==> src/rtl/ccff_chain_loader_if.sv <==
// Bitstream-side bundle for ccff_chain_loader: word handshake, chain head/tail and status.
// master = bitstream source / chain model side, slave = loader.
interface ccff_chain_loader_if #(
    parameter int unsigned WORD_W = 8
);
    logic              START;
    logic [WORD_W-1:0] WDATA;
    logic              WVALID;
    logic              WREADY;
    logic              HEAD;
    logic              SHIFT_EN;
    logic              TAIL;
    logic              BUSY;
    logic              DONE;
    logic [WORD_W-1:0] RDATA;
    logic              RVALID;

    modport master (
        output START, WDATA, WVALID, TAIL,
        input  WREADY, HEAD, SHIFT_EN, BUSY, DONE, RDATA, RVALID
    );

    modport slave (
        input  START, WDATA, WVALID, TAIL,
        output WREADY, HEAD, SHIFT_EN, BUSY, DONE, RDATA, RVALID
    );
endinterface

==> src/rtl/ccff_chain_loader.sv <==
// Parallel-to-serial loader shifting CHAIN_LEN bits MSB-first into a CCFF chain head.
// Define CCFF_READBACK_EN to build the tail capture path (RDATA/RVALID).
module ccff_chain_loader #(
    parameter int unsigned CHAIN_LEN = 64,
    parameter int unsigned WORD_W    = 8
) (
    input  logic              CK,
    input  logic              RSTN,
    ccff_chain_loader_if.slave bus
);
    localparam int unsigned CNT_W = $clog2(CHAIN_LEN + 1);
    localparam int unsigned KW    = $clog2(WORD_W + 1);
    localparam int unsigned MW    = (CNT_W > KW) ? CNT_W : KW;

    typedef enum logic [1:0] {S_IDLE, S_LOAD, S_SHIFT, S_DONE} state_t;

    state_t            state_q, state_d;
    logic [WORD_W-1:0] sr_q, sr_d;
    logic [CNT_W-1:0]  cnt_q, cnt_d;
    logic [KW-1:0]     kcnt_q, kcnt_d;
    logic              wready_q, wready_d;
    logic              head_q, head_d;
    logic              shift_en_q, shift_en_d;
    logic              busy_q, busy_d;
    logic              done_q, done_d;

    logic [MW-1:0]     remain;
    logic [MW-1:0]     k_sel;
    logic              accept;
    logic              last_shift;

    // Bits still owed to the chain bound the length of the next word's shift burst.
    always_comb begin
        remain     = MW'(CHAIN_LEN) - MW'(cnt_q);
        k_sel      = (remain < MW'(WORD_W)) ? remain : MW'(WORD_W);
        accept     = (state_q == S_LOAD) && bus.WVALID && wready_q;
        last_shift = (kcnt_q == KW'(1));
    end

    always_comb begin
        state_d = state_q;
        sr_d    = sr_q;
        cnt_d   = cnt_q;
        kcnt_d  = kcnt_q;
        unique case (state_q)
            S_IDLE: begin
                if (bus.START) begin
                    state_d = S_LOAD;
                    cnt_d   = '0;
                end
            end
            S_LOAD: begin
                if (accept) begin
                    sr_d    = bus.WDATA;
                    kcnt_d  = KW'(k_sel);
                    state_d = S_SHIFT;
                end
            end
            S_SHIFT: begin
                sr_d   = sr_q << 1;
                cnt_d  = cnt_q + 1'b1;
                kcnt_d = kcnt_q - 1'b1;
                if (last_shift) begin
                    state_d = (cnt_q == CNT_W'(CHAIN_LEN - 1)) ? S_DONE : S_LOAD;
                end
            end
            S_DONE: begin
                state_d = S_IDLE;
            end
            default: begin
                state_d = S_IDLE;
            end
        endcase

        // Outputs are decoded from the next state so every port comes straight off a flop.
        wready_d   = (state_d == S_LOAD);
        shift_en_d = (state_d == S_SHIFT);
        head_d     = (state_d == S_SHIFT) && sr_d[WORD_W-1];
        busy_d     = (state_d == S_LOAD) || (state_d == S_SHIFT);
        done_d     = (state_d == S_DONE);
    end

    always_ff @(posedge CK or negedge RSTN) begin
        if (!RSTN) begin
            state_q    <= S_IDLE;
            sr_q       <= '0;
            cnt_q      <= '0;
            kcnt_q     <= '0;
            wready_q   <= 1'b0;
            head_q     <= 1'b0;
            shift_en_q <= 1'b0;
            busy_q     <= 1'b0;
            done_q     <= 1'b0;
        end else begin
            state_q    <= state_d;
            sr_q       <= sr_d;
            cnt_q      <= cnt_d;
            kcnt_q     <= kcnt_d;
            wready_q   <= wready_d;
            head_q     <= head_d;
            shift_en_q <= shift_en_d;
            busy_q     <= busy_d;
            done_q     <= done_d;
        end
    end

    assign bus.WREADY   = wready_q;
    assign bus.HEAD     = head_q;
    assign bus.SHIFT_EN = shift_en_q;
    assign bus.BUSY     = busy_q;
    assign bus.DONE     = done_q;

`ifdef CCFF_READBACK_EN
    logic [WORD_W-1:0] cap_q, cap_d;
    logic [WORD_W-1:0] rdata_q, rdata_d;
    logic              rvalid_q, rvalid_d;

    // Capture is cleared per word so a partial last word lands right-justified.
    always_comb begin
        cap_d    = cap_q;
        rdata_d  = rdata_q;
        rvalid_d = 1'b0;
        if (accept) begin
            cap_d = '0;
        end
        if (state_q == S_SHIFT) begin
            cap_d = (cap_q << 1) | WORD_W'(bus.TAIL);
            if (last_shift) begin
                rdata_d  = cap_d;
                rvalid_d = 1'b1;
            end
        end
    end

    always_ff @(posedge CK or negedge RSTN) begin
        if (!RSTN) begin
            cap_q    <= '0;
            rdata_q  <= '0;
            rvalid_q <= 1'b0;
        end else begin
            cap_q    <= cap_d;
            rdata_q  <= rdata_d;
            rvalid_q <= rvalid_d;
        end
    end

    assign bus.RDATA  = rdata_q;
    assign bus.RVALID = rvalid_q;
`else
    logic unused_tail;
    assign unused_tail = bus.TAIL;
    assign bus.RDATA   = '0;
    assign bus.RVALID  = 1'b0;
`endif
endmodule

==> src/flat_wrapper.sv <==
// flat-port wrapper written by rule: the top's interface ports become plain ports
module ccff_chain_loader_flat 
#(
    parameter int unsigned CHAIN_LEN = 64,
    parameter int unsigned WORD_W    = 8
)
  (CK, RSTN, bus_START, bus_WDATA, bus_WVALID, bus_TAIL, bus_WREADY, bus_HEAD, bus_SHIFT_EN, bus_BUSY, bus_DONE, bus_RDATA, bus_RVALID);
  ccff_chain_loader_if #(.WORD_W(WORD_W)) bus_i ();
  input  logic CK;
  input  logic RSTN;
  input wire logic [$bits(bus_i.START)-1:0] bus_START;
  input wire logic [$bits(bus_i.WDATA)-1:0] bus_WDATA;
  input wire logic [$bits(bus_i.WVALID)-1:0] bus_WVALID;
  input wire logic [$bits(bus_i.TAIL)-1:0] bus_TAIL;
  output wire logic [$bits(bus_i.WREADY)-1:0] bus_WREADY;
  output wire logic [$bits(bus_i.HEAD)-1:0] bus_HEAD;
  output wire logic [$bits(bus_i.SHIFT_EN)-1:0] bus_SHIFT_EN;
  output wire logic [$bits(bus_i.BUSY)-1:0] bus_BUSY;
  output wire logic [$bits(bus_i.DONE)-1:0] bus_DONE;
  output wire logic [$bits(bus_i.RDATA)-1:0] bus_RDATA;
  output wire logic [$bits(bus_i.RVALID)-1:0] bus_RVALID;
  assign bus_i.START = bus_START;
  assign bus_i.WDATA = bus_WDATA;
  assign bus_i.WVALID = bus_WVALID;
  assign bus_i.TAIL = bus_TAIL;
  assign bus_WREADY = bus_i.WREADY;
  assign bus_HEAD = bus_i.HEAD;
  assign bus_SHIFT_EN = bus_i.SHIFT_EN;
  assign bus_BUSY = bus_i.BUSY;
  assign bus_DONE = bus_i.DONE;
  assign bus_RDATA = bus_i.RDATA;
  assign bus_RVALID = bus_i.RVALID;
  ccff_chain_loader #(.CHAIN_LEN(CHAIN_LEN), .WORD_W(WORD_W)) u_core (.CK(CK), .RSTN(RSTN), .bus(bus_i));
endmodule
==> config.mk <==
export PLATFORM = sky130hd
export DESIGN_NAME = ccff_chain_loader_flat
export DESIGN_NICKNAME = d
export VERILOG_FILES = /design/src/rtl/ccff_chain_loader_if.sv /design/src/rtl/ccff_chain_loader.sv /design/src/flat_wrapper.sv
export SDC_FILE = /design/constraint.sdc
export NUM_CORES = 1
export LEC_CHECK = 0
export CORE_ASPECT_RATIO = 0.75
export CORE_MARGIN = 2
export CORE_UTILIZATION = 40
export DETAILED_ROUTE_END_ITERATION = 8
export GPL_TIMING_DRIVEN = 0
export HOLD_SLACK_MARGIN = 0.06
export PLACE_DENSITY = 0.68
export SLEW_MARGIN = 25
export SYNTH_ARGS = -nofsm -noshare
export SYNTH_HDL_FRONTEND = slang
export SYNTH_SLANG_ARGS = --single-unit
==> constraint.sdc <==
create_clock -name CK -period 2.8 [get_ports CK]
set_clock_uncertainty 0.15 [all_clocks]
set_input_delay 0.7 -clock CK [delete_from_list [all_inputs] [get_ports CK]]
set_output_delay 0.7 -clock CK [all_outputs]
set_load 0.01 [all_outputs]
==> impl_metrics.csv <==
group,metric,value,unit
finish,nets,221,
drt,vias,1258,
placed_design,place_area,1830,sq um
worst_setup_path,r2r_setup_slack,0.55,ns
synth,synth-edff-count,0,
synth,yosys-top-cells-count,"dfrtp_1, nand2_1, o21ai_0, nor2_1",
floorplanning,num_rows,19,
timing,fmax,434,MHz
clocking,clk_path_buf_depth,2,
timing,finalHoldViolations,0,
synth,ys_seq_elements,26,
timing,maxSlewViolCount,0,
worst_setup_path,worstPathMaxFanout,4,
finish,drive_above_1_share,11.7,%
clocking,cts_htree_levels,1,
placed_design,numPortBuffers,16,
global_routing,antenna_found_initial,0,
clocking,worst_skew_pair.late_latency,0.26,ns
synth,synth_ff_type,"dfrtp_1",
clocking,post_cts_resized,0,
synth,yosysMostFrequentCell,"dfrtp_1",
outcome,status,"complete, no violations",
global_routing,grtUsageTotal,16.2,%
timing,rsz0062_at_grt,"no",
worst_hold_path,min-delay-path-class,"primary input to asynchronous set/reset pin",
finish,antenna_cells,0,
clocking,path_clk_slew,0.08,ns
finish,area_growth,18.5,%
worst_setup_path,cp.required,2.81,ns
pwr,p_leak,0.000861,uW
synth,ys_top_cells_by_area,"dfrtp_1, ha_1, buf_4",
drt,firstDrtPassIters,4,
synth,syn_area,1580,sq um
timing,relSlewSlack,52.0,%
timing,worst_slack,0.498,ns
worst_setup_path,critical_path.startpoint,"bus_WVALID",
synth,postSynthCellCount,169,
drt,drtIter0Drc,130,
clocking,cts-buffers-inserted,3,
drt,postRouteAntennaNets,0,
floorplanning,core-area,3710,sq um
finish,final_core_util,50.3,%
placed_design,gp_congestion,0.813,
placed_design,pre_cts_ws,0.202,ns
clocking,numClockSinks,26,
timing,fin_crit_sh,82.2,%
flow_run,maxCapViolations,0,
floorplanning,num_io_pins,27,
worst_setup_path,rr_startpoint,"u_core.state_q[1]",
drt,routed_wl,3150,um
worst_setup_path,path_class,"primary input to register",
clocking,cts_hold_buf,0,
worst_setup_path,critPathCaptureType,"register",
global_routing,grt_pass1_vias,1271,
placed_design,dp_hpwl,2420,um
synth,yosysWarnings,0,
floorplanning,die_x,76.5,um
global_routing,grt_max_degree,27,
timing,fin_crit,2.30,ns
global_routing,grt.overflow.total,0,
synth,synth_area_leader_cell,"dfrtp_1",
clocking,clock-root-buffer,"clkbuf_8",
synth,netlist.area_leader.share,41.3,%
synth,async_reset_ff_share,100,%
pwr,powerDensity,866,nW/um^2
timing,finalSetupViolCount,0,
finish,final_cell_area,1870,sq um
timing,hold_ws,0.271,ns
synth,ys_types,39,
worst_setup_path,cp-start-kind,"primary input",
floorplanning,fp.dieH,58.3,um
global_routing,grt_pass1_wl,5840,um
pwr,ir_drop,0.000560,V
worst_setup_path,cp.arrival,2.31,ns
drt,drc,0,
drt,routed_via_density,5.07,
floorplanning,die_area,4460,sq um
drt,wire_per_inst,12.7,um
timing,setup_tns,0,ns
timing,worst-slew-pin-transition,0.720,ns
clocking,cts_tree,"built",
floorplanning,initial_core_util,42.5,%
synth,synth-seq-area-share,41.3,%
clocking,postCtsSetupBuffers,0,
synth,syn_area_per_cell,9.32,sq um
-- final cells by class --
cell class	count	area, sq um
fillers	356	1840
inverters	10	37.5
well taps	52	65.1
multi-input cells	125	802
flip-flops and latches	26	651
clock buffers	3	41.3
repair buffers	16	155
plain buffers	16	115
-- per-layer routing --
layer  share of wire [%]  track usage, %
met2                  45            25.9
met3                 5.8            4.91
met5                   0               0
met4                0.54            2.86
met1                  49            22.5
-- report_power, final --
group / switching [uW] / internal [uW]
clock network: 108 / 96.3
registers: 86.7 / 490
logic: 483 / 352
total: 679 / 938
-- flip-flops by register name, indices dropped and copies added, names as in the netlist --
name,flops
u_core.cnt_q,7
u_core.bus.WREADY,1
u_core.kcnt_q,4
u_core.state_q,2
u_core.bus.DONE,1
u_core.bus.BUSY,1
u_core.bus.SHIFT_EN,1
u_core.sr_q,8
u_core.bus.HEAD,1
-- final timing paths --
check | end | depth (start not counted)
min in group CK | u_core.sr_q[3] | 2
max in group asynchronous | u_core.sr_q[1] | 1
worst max-delay path | u_core.bus.HEAD | 7
worst min register to register | u_core.sr_q[3] | 2
worst max register to register | u_core.bus.HEAD | 8
worst min-delay path | u_core.state_q[0] | 1
-- through the flow --
step	instances	total power (uW)
2_1_floorplan	177	1180
3_3_place_gp	245	1390
3_5_place_dp	245	1420
4_1_cts	248	1640
5_1_grt	248	1790
6_report	248	1620
-- worst max-delay path: stages --
cell and delay [ns]:
clkdlybuf4s50_1 0.44, a21boi_0 0.43, a21oi_1 0.14, nor2_1 0.15, o22ai_1 0.10, ha_1 0.22
and2_1 0.14
-- layout by cell type, fill, tap and decap left out, types with 2 or more instances in the layout --
| master | netlist | final |
|---|---|---|
| dfrtp_1 | 26 | 26 |
| nand2_1 | 16 | 16 |
| clkdlybuf4s50_1 | 0 | 15 |
| o21ai_0 | 13 | 13 |
| nor2_1 | 11 | 11 |
| a21oi_1 | 10 | 10 |
| buf_4 | 10 | 10 |
| ha_1 | 10 | 10 |
| inv_1 | 9 | 9 |
| conb_1 | 1 | 9 |
| a22oi_1 | 7 | 7 |
| nand2b_1 | 6 | 6 |
| mux2i_1 | 6 | 6 |
| nor3_1 | 5 | 5 |
| nand3_1 | 5 | 5 |
| buf_2 | 2 | 3 |
| a22o_1 | 3 | 3 |
| clkbuf_8 | 0 | 3 |
| nor3b_1 | 2 | 2 |
| buf_6 | 2 | 2 |
| and3_1 | 2 | 2 |
| and2_1 | 2 | 2 |
| a32o_1 | 2 | 2 |
| nand4_1 | 2 | 2 |
-- logic make-up (layout without fill, tap and decap cells) --
kind of cell / Yosys count / count (layout) / synth area share [%]
muxes: 6 / 6 / 3.81
other: 1 / 9 / 0.238
AOI/OAI and AO/OA: 42 / 42 / 17.8
and+or+nand+nor: 57 / 57 / 18.7
buffers and inverters: 26 / 45 / 9.69
DFF: 26 / 26 / 41.3
adders and majority gates: 10 / 10 / 7.94
xor gates and xnor gates: 1 / 1 / 0.556
No activity file was read; power rests on OpenSTA's default activity.
